File: src/rtl/wb_mem_tester.sv
// wb_mem_tester: fills NUM_WORDS words starting at BASE_ADDR with a pattern over a pipelined Wishbone master,
//   reads them back in order and counts words whose read data differs from the regenerated expectation.
// Latency: stb/cyc rise the cycle after start; the run takes at least 2*NUM_WORDS cycles plus drain of each phase.
// Backpressure: requests hold on m_wb_stall; stb drops while MAX_OUTSTANDING requests are unacknowledged.
// Ports: clk/aresetn; start/seed control; busy/done/pass/err_count/first_err_addr status; m_wb_* master bus.
// Option: define WB_MEM_TESTER_LFSR_EN to replace the (index XOR seed) pattern with a Galois LFSR sequence.
module wb_mem_tester #(
    parameter int ADDR_BITS       = 23,
    parameter int DATA_BYTES      = 2,
    parameter int NUM_WORDS       = 1024,
    parameter int BASE_ADDR       = 0,
    parameter int MAX_OUTSTANDING = 4
) (
    input  logic                    clk,
    input  logic                    aresetn,
    input  logic                    start,
    input  logic [DATA_BYTES*8-1:0] seed,
    output logic                    busy,
    output logic                    done,
    output logic                    pass,
    output logic [31:0]             err_count,
    output logic [ADDR_BITS-1:0]    first_err_addr,
    output logic [ADDR_BITS-1:0]    m_wb_addr,
    output logic [DATA_BYTES*8-1:0] m_wb_dat_m2s,
    input  logic [DATA_BYTES*8-1:0] m_wb_dat_s2m,
    output logic                    m_wb_we,
    output logic [DATA_BYTES-1:0]   m_wb_sel,
    output logic                    m_wb_stb,
    output logic                    m_wb_cyc,
    input  logic                    m_wb_ack,
    input  logic                    m_wb_stall
);

    localparam int                   DW       = DATA_BYTES * 8;
    localparam logic [ADDR_BITS-1:0] BASE     = ADDR_BITS'(BASE_ADDR);
    localparam logic [ADDR_BITS-1:0] LAST_IDX = ADDR_BITS'(NUM_WORDS - 1);
    localparam logic [3:0]           MAX_OUT  = 4'(MAX_OUTSTANDING);

    typedef enum logic [2:0] {IDLE, WRITE, WAIT_WR, READ, WAIT_RD, DONE} state_t;

    state_t               state_q, state_d;
    logic                 cyc_q, cyc_d;
    logic [ADDR_BITS-1:0] addr_q, addr_d;
    logic [ADDR_BITS-1:0] idx_q, idx_d;          // index of the next request to issue
    logic [3:0]           outst_q, outst_d;
    logic [DW-1:0]        seed_q, seed_d;
    logic [ADDR_BITS-1:0] chk_idx_q, chk_idx_d;  // index of the next read ack to check
    logic [31:0]          err_q, err_d;
    logic [ADDR_BITS-1:0] first_err_q, first_err_d;
    logic [1:0]           rst_sync_q;

    logic                 issuing, accept, ack_vld, rd_ack, last_acc, start_ok;
    logic [DW-1:0]        exp_word;

`ifdef WB_MEM_TESTER_LFSR_EN
    // Right-shifting Galois masks; maximal length for 8/16/24/32/64-bit data, other widths reuse the 16-bit mask.
    localparam logic [63:0] TAPS64 = (DW == 8)  ? 64'hB8 :
                                     (DW == 16) ? 64'hB400 :
                                     (DW == 24) ? 64'hE1_0000 :
                                     (DW == 32) ? 64'h8020_0003 :
                                     (DW == 64) ? 64'hD800_0000_0000_0000 : 64'hB400;
    localparam logic [DW-1:0] TAPS = DW'(TAPS64);

    logic [DW-1:0] gen_q, gen_d;          // word currently presented on the bus
    logic [DW-1:0] chk_lfsr_q, chk_lfsr_d; // expectation for the next read ack
    logic [DW-1:0] seed_eff;

    function automatic logic [DW-1:0] lfsr_step(input logic [DW-1:0] s);
        return (s >> 1) ^ (s[0] ? TAPS : '0);
    endfunction

    // An all-zero state would lock the LFSR.
    assign seed_eff     = (seed == '0) ? '1 : seed;
    assign exp_word     = chk_lfsr_q;
    assign m_wb_dat_m2s = gen_q;
`else
    assign exp_word     = DW'(chk_idx_q) ^ seed_q;
    assign m_wb_dat_m2s = DW'(idx_q) ^ seed_q;
`endif

    // Reset release is re-timed so the first start is seen two edges after aresetn rises.
    always_ff @(posedge clk or negedge aresetn) begin
        if (!aresetn) begin
            rst_sync_q <= 2'b00;
        end else begin
            rst_sync_q <= {rst_sync_q[0], 1'b1};
        end
    end

    assign start_ok = start & rst_sync_q[1];
    assign issuing  = (state_q == WRITE) || (state_q == READ);
    assign accept   = m_wb_stb & ~m_wb_stall;
    // An ack with nothing in flight is spurious and must not disturb the count or the checker.
    assign ack_vld  = m_wb_ack & (outst_q != 4'd0);
    // Write acks are all drained before READ, so any valid ack here belongs to a read.
    assign rd_ack   = ack_vld & ((state_q == READ) || (state_q == WAIT_RD));
    assign last_acc = accept & (idx_q == LAST_IDX);

    assign m_wb_stb       = issuing && (outst_q != MAX_OUT);
    assign m_wb_cyc       = cyc_q;
    assign m_wb_we        = (state_q == WRITE);
    assign m_wb_sel       = '1;
    assign m_wb_addr      = addr_q;
    assign busy           = issuing || (state_q == WAIT_WR) || (state_q == WAIT_RD);
    assign done           = (state_q == DONE);
    assign pass           = done && (err_q == 32'd0);
    assign err_count      = err_q;
    assign first_err_addr = first_err_q;

    always_comb begin
        state_d     = state_q;
        cyc_d       = cyc_q;
        addr_d      = addr_q;
        idx_d       = idx_q;
        outst_d     = outst_q;
        seed_d      = seed_q;
        chk_idx_d   = chk_idx_q;
        err_d       = err_q;
        first_err_d = first_err_q;
`ifdef WB_MEM_TESTER_LFSR_EN
        gen_d       = gen_q;
        chk_lfsr_d  = chk_lfsr_q;
`endif

        // Accept and ack on the same edge cancel out.
        if (accept && !ack_vld) begin
            outst_d = outst_q + 4'd1;
        end else if (!accept && ack_vld) begin
            outst_d = outst_q - 4'd1;
        end

        if (accept) begin
            addr_d = addr_q + ADDR_BITS'(1);
            idx_d  = idx_q + ADDR_BITS'(1);
`ifdef WB_MEM_TESTER_LFSR_EN
            gen_d  = lfsr_step(gen_q);
`endif
        end

        if (rd_ack) begin
            chk_idx_d  = chk_idx_q + ADDR_BITS'(1);
`ifdef WB_MEM_TESTER_LFSR_EN
            chk_lfsr_d = lfsr_step(chk_lfsr_q);
`endif
            if (m_wb_dat_s2m != exp_word) begin
                if (err_q != '1) begin
                    err_d = err_q + 32'd1;
                end
                if (err_q == 32'd0) begin
                    first_err_d = BASE + chk_idx_q;
                end
            end
        end

        case (state_q)
            IDLE, DONE: begin
                if (start_ok) begin
                    state_d     = WRITE;
                    cyc_d       = 1'b1;
                    addr_d      = BASE;
                    idx_d       = '0;
                    chk_idx_d   = '0;
                    err_d       = 32'd0;
                    first_err_d = '0;
`ifdef WB_MEM_TESTER_LFSR_EN
                    seed_d      = seed_eff;
                    gen_d       = seed_eff;
                    chk_lfsr_d  = seed_eff;
`else
                    seed_d      = seed;
`endif
                end
            end
            WRITE: begin
                if (last_acc) begin
                    state_d = WAIT_WR;
                    addr_d  = BASE;
                    idx_d   = '0;
`ifdef WB_MEM_TESTER_LFSR_EN
                    gen_d   = seed_q;
`endif
                end
            end
            WAIT_WR: begin
                if (outst_q == 4'd0) begin
                    state_d = READ;
                end
            end
            READ: begin
                if (last_acc) begin
                    state_d = WAIT_RD;
                end
            end
            WAIT_RD: begin
                if (outst_q == 4'd0) begin
                    state_d = DONE;
                    cyc_d   = 1'b0;
                end
            end
            default: begin
                state_d = IDLE;
                cyc_d   = 1'b0;
            end
        endcase
    end

    always_ff @(posedge clk or negedge aresetn) begin
        if (!aresetn) begin
            state_q     <= IDLE;
            cyc_q       <= 1'b0;
            addr_q      <= '0;
            idx_q       <= '0;
            outst_q     <= 4'd0;
            seed_q      <= '0;
            chk_idx_q   <= '0;
            err_q       <= 32'd0;
            first_err_q <= '0;
`ifdef WB_MEM_TESTER_LFSR_EN
            gen_q       <= '0;
            chk_lfsr_q  <= '0;
`endif
        end else begin
            state_q     <= state_d;
            cyc_q       <= cyc_d;
            addr_q      <= addr_d;
            idx_q       <= idx_d;
            outst_q     <= outst_d;
            seed_q      <= seed_d;
            chk_idx_q   <= chk_idx_d;
            err_q       <= err_d;
            first_err_q <= first_err_d;
`ifdef WB_MEM_TESTER_LFSR_EN
            gen_q       <= gen_d;
            chk_lfsr_q  <= chk_lfsr_d;
`endif
        end
    end

endmodule

File: config.mk
export PLATFORM = sky130hd
export DESIGN_NAME = wb_mem_tester
export DESIGN_NICKNAME = d
export VERILOG_FILES = /design/src/rtl/wb_mem_tester.sv
export SDC_FILE = /design/constraint.sdc
export NUM_CORES = 1
export LEC_CHECK = 0
export CORE_MARGIN = 5
export CORE_UTILIZATION = 48
export DETAILED_ROUTE_END_ITERATION = 12
export PLACE_DENSITY = 0.75
export REMOVE_ABC_BUFFERS = 1
export SYNTH_ARGS = -nofsm -noshare
export SYNTH_HDL_FRONTEND = slang
export SYNTH_SLANG_ARGS = --single-unit
export TNS_END_PERCENT = 1
File: constraint.sdc
create_clock -name clk -period 3.1 [get_ports clk]
set_input_delay 0.465 -clock clk [delete_from_list [all_inputs] [get_ports clk]]
set_output_delay 0.465 -clock clk [all_outputs]
set_load 0.05 [all_outputs]
# After elaboration in Yosys (flattened, before gate mapping)
# Cells that the tools add are included.
[op_classes]
addsub = 6
n_eq_ne = 14
n_mux = 32
bitwise = 9
reduce_logical = 20
[op_table]
columns = ["op", "count"]
rows = [
  ["$mux 23", 14],
  ["$mux 32", 5],
  ["$pmux 23 s2", 2],
  ["$add 23x1->23 const B", 3],
  ["$add 32x1->32 const B", 1],
  ["$logic_not 32->1", 1],
  ["$ne 32x32->1 const B", 1],
  ["$xor 16x16->16", 2],
  ["$eq 23x10->1 const B", 1],
  ["$ne 16x16->1", 1],
  ["$mux 3", 5],
  ["$pmux 3 s5", 1],
  ["$mux 4", 2],
  ["$eq 3x2->1 const B", 2],
  ["$eq 3x3->1 const B", 2],
  ["$ne 2x1->1 const B", 3],
  ["$and 1x1->1", 5],
  ["$reduce_and 5->1", 1],
  ["$add 4x1->4 const B", 1],
  ["$logic_and 1x1->1", 4],
  ["$logic_not 4->1", 1],
  ["$logic_or 1x1->1", 4],
  ["$ne 2x2->1 const B", 2],
  ["$ne 4x3->1 const B", 1],
  ["13 further kinds", 16],
]
[totals]
regBits = 150
in_bits = 37
wordCells = 91

# Depth between registers and ports, before layout
[depth]
word_depth = 8
ltp_mapped = 12

# Worst setup path before layout
# Ideal clock, no wire load.
[synth_timing]
kind = "register to output"
start = "register state_q[2]"
end = "output port pass"
arrival_ps = 2493
t_required_ps = 2635
slack_ps = 142
path_stages_with_launch = 5
path_buffers = 1
cell_sequence = "dfrtp_1 -> buf_1 -> nor2b_1 -> and2_1 -> nor3b_1"
[synth_between]
elab_chain_len = 2
[synth_rtl]
columns = ["element", "line_no", "text"]
rows = [
  ["from (decl)", "41", "state_t state_q, state_d;"],
  ["from (signal assigned)", "223", "state_q <= state_d;"],
  ["$eq 3x3->1", "105", "assign done = (state_q == DONE);"],
  ["named net done", "19", "output logic done,"],
  ["$logic_and 1x1->1", "106", "assign pass = done && (err_q == 32'd0);"],
  ["to (decl)", "20", "output logic pass,"],
]
# The timed path passes the listed nets, and every way through them passes these cells.

# Final worst setup path
[layout_timing]
start = "register err_q[0], in the netlist err_count[0]"
end = "output port pass"
[layout_between]
elab_chain_len = 2
[layout_rtl]
columns = ["element", "line_no", "text"]
rows = [
  ["from (decl)", "48", "logic [31:0] err_q, err_d;"],
  ["from (signal assigned)", "230", "err_q <= err_d;"],
  ["$logic_not 32->1", "106", ""],
  ["$logic_and 1x1->1", "106", ""],
]
# No other way between the ends.

==> results.cfg <==
[cts]
clockBufferDepth = 2
clk_pin_slew_worst_paths_ns = 0.06
cts_tree = yes
root_buffer = clkbuf_16
cts_num_sinks = 150
htreeDepth = 4
hold_buffers = 0
clkLatencyLatePin_ns = 0.43
post_cts_resized = 1
numCtsBuffers = 17
postCtsSetupRepairBufs = 0

[sta]
slew_headroom_pct = 52.9
setup_viol_count_final = 0
fin_crit_sh_pct = 93.2
rsz0062_at_grt = false
worst_clock_skew_ns = 0.0108
finalCriticalPeriod_ns = 2.89
final-hold-violation-count = 0
drv_slew = 0
fmaxAchievable_mhz = 346
tightest_slew_ns = 0.706
holdWs_ns = 0.00542
fin_ws_ns = 0.211

[critical_path]
setup.worst_path.start_class = flip-flop
critical_path_required_ns = 2.63
critical_path_class = reg2out
worstPathMaxFanout = 7
end_kind = output pin
reg2reg_depth = 11
critical_path_arrival_ns = 2.42

[placed_design]
pre_cts_ws_ns = 0.308
gp_congestion = 0.852
dp_hpwl_mm = 15.3
port_buffers = 136

[min_path]
worstHoldPathType = in2async

[grt]
grt_pass1_wl_mm = 36.0
grt_overflow = 0
grt_start_max_net_pins = 77
grt_usage_pct = 22.2
antenna_found_initial = 1
grt_pass1_vias = 7025

[finish]
fin_nets = 1063
antenna_cells = 0
final_common_cell = dfrtp_1
finish.utilization_pct = 61.9
drive_gt1_share_pct = 6.89
mostFrequentLayoutCells = 150 x dfrtp_1, 134 x clkdlybuf4s50_1, 100 x nand2_1
area_delta_synth_final_pct = 27.5

[power]
switchingPower_mw = 2.27
intPower_mw = 4.18
ir_worst_vdd_mv = 0.477
clkPwrFrac_pct = 32.7
power-per-cell-area_nw_per_um2 = 607
p_leak_nw = 4.53
combPwrFrac_pct = 28.7
switching_share_pct = 35.2
pwr-share-seq_pct = 38.7

[die]
floorplan.initialDensity_pct = 48.5
die_area_um2 = 20100
core_um2 = 17200
die_w_um = 142
num_rows = 48
io_pins = 139
die_y_um = 142

[route]
dr.pass1.iters = 8
via_count = 7244
drt_wl_total_mm = 22.2
avgRoutedWirePerCell_um = 17.7
vias_per_cell = 5.77
drt_iter0_markers = 627
drcViolationCount = 0
ant_nets = 0

[synthesis]
yosys_warnings = 0
synth_top_area_share_pct = 45.1
synth_edf_count = 0
synth_seq_cells = 150
yosysUniqueCellTypes = 67
async_reset_ff_share_pct = 100
synthFlopType = dfrtp_1
syn_area_um2 = 8330
synth_area_leaders = dfrtp_1 45%, xor2_1 4.8%, nand2_1 4.5%
synth_area_leader_cell = dfrtp_1
synth_area_per_cell_um2 = 9.41
netlist_instances = 885
seq_area_frac_synth_pct = 45.1

[run]
max_cap_violations = 0

[outcome]
status = completed
-- flip-flops by register name, indices dropped and copies added (netlist names) --
register	flops
err_count	32
outst_q	4
seed_q	16
idx_q	23
m_wb_addr	23
rst_sync_q	2
state_q	3
m_wb_cyc	1
first_err_addr	23
chk_idx_q	23
-- critical path, stage by stage, from the launching register on --
cell and delay [ns]:
dfrtp_1 0.45, inv_1 0.09, ha_1 0.14, nor4b_1 0.22, nand4_1 0.23, nor3b_1 0.31, dlygate4sd2_1 0.57
-- routing by layer --
layer	GRT usage (%)	vias up	routed length, um
li1	-	3422	-
met1	31.1	3533	9980
met2	35.3	257	10600
met3	4.82	30	1340
met4	5.76	2	310
met5	0	-	13
-- logic make-up (layout without fill, tap and decap cells) --
| group | Yosys count | in the layout | synth area share (%) |
|---|---|---|---|
| XOR/XNOR | 97 | 97 | 12.8 |
| AND/OR/NAND/NOR | 413 | 413 | 25.8 |
| other | 1 | 3 | 0.0450 |
| buffers and inverters | 70 | 213 | 3.56 |
| flip-flops | 150 | 150 | 45.1 |
| adder cells (fa/ha/maj) | 9 | 9 | 1.44 |
| AO/OA/AOI/OAI | 132 | 132 | 9.69 |
| multiplexers | 13 | 13 | 1.58 |
-- layout make-up --
cell class                      count  area (um^2)
Timing Repair Buffer              160         1590
Clock buffer                       22          484
Multi-Input combinational cell    667         4310
Sequential cell                   150         3750
Inverter                           21         78.8
Fill cell                        1479         6550
Tap cell                          225          282
Clock inverter                     10          120
-- power by group through the flow --
stage / clock (mW) / sequential [mW] / combinational [mW]
final: 2.11 / 2.49 / 1.85
after detailed placement: 0 / 2.53 / 1.85
after floorplan: 0 / 2.72 / 0.968
after global routing: 2.22 / 2.53 / 1.99
after global placement: 0 / 2.51 / 1.82
after CTS: 2.12 / 2.49 / 1.86
-- synth_stat cells, drive strengths merged (2+ instances only) --
master	count
xnor2	35
nor4b	2
buf	22
or4	18
nand2	100
nor3b	2
inv	21
o31ai	13
xor2	46
a21oi	54
a31oi	2
nor3	23
or3	15
ha	8
nand3b	3
mux2i	12
clkbuf	27
nor2b	2
nand3	58
o31a	2
xnor3	16
o2111ai	5
and2	10
o21ai	40
nand2b	4
nor2	79
o22ai	2
and3	16
dfrtp	150
and4	11
nor4	24
o21a	2
nand4	40
-- stage by stage --
step	total power, mW	instances	instance area [um^2]	setup TNS [ns]
CTS	6.48	1255	10600	0
floorplan	3.69	838	8120	-196.73
global placement	4.33	1223	10000	0
finish	6.45	1255	10600	0
detailed placement	4.38	1223	10000	0
global route	6.74	1255	10600	0
-- final timing paths --
kind,start,to,slack (ns)
min in group clk,rst_sync_q[0],rst_sync_q[1],0.35
hold / removal,aresetn,m_wb_addr[22],0.005
setup reg to reg,state_q[0],outst_q[3],0.48
max in group asynchronous,aresetn,idx_q[12],2.29
setup / recovery,err_count[0],pass,0.21
hold reg to reg,rst_sync_q[0],rst_sync_q[1],0.35
Note: power is estimated with default switching activity, not from simulation.
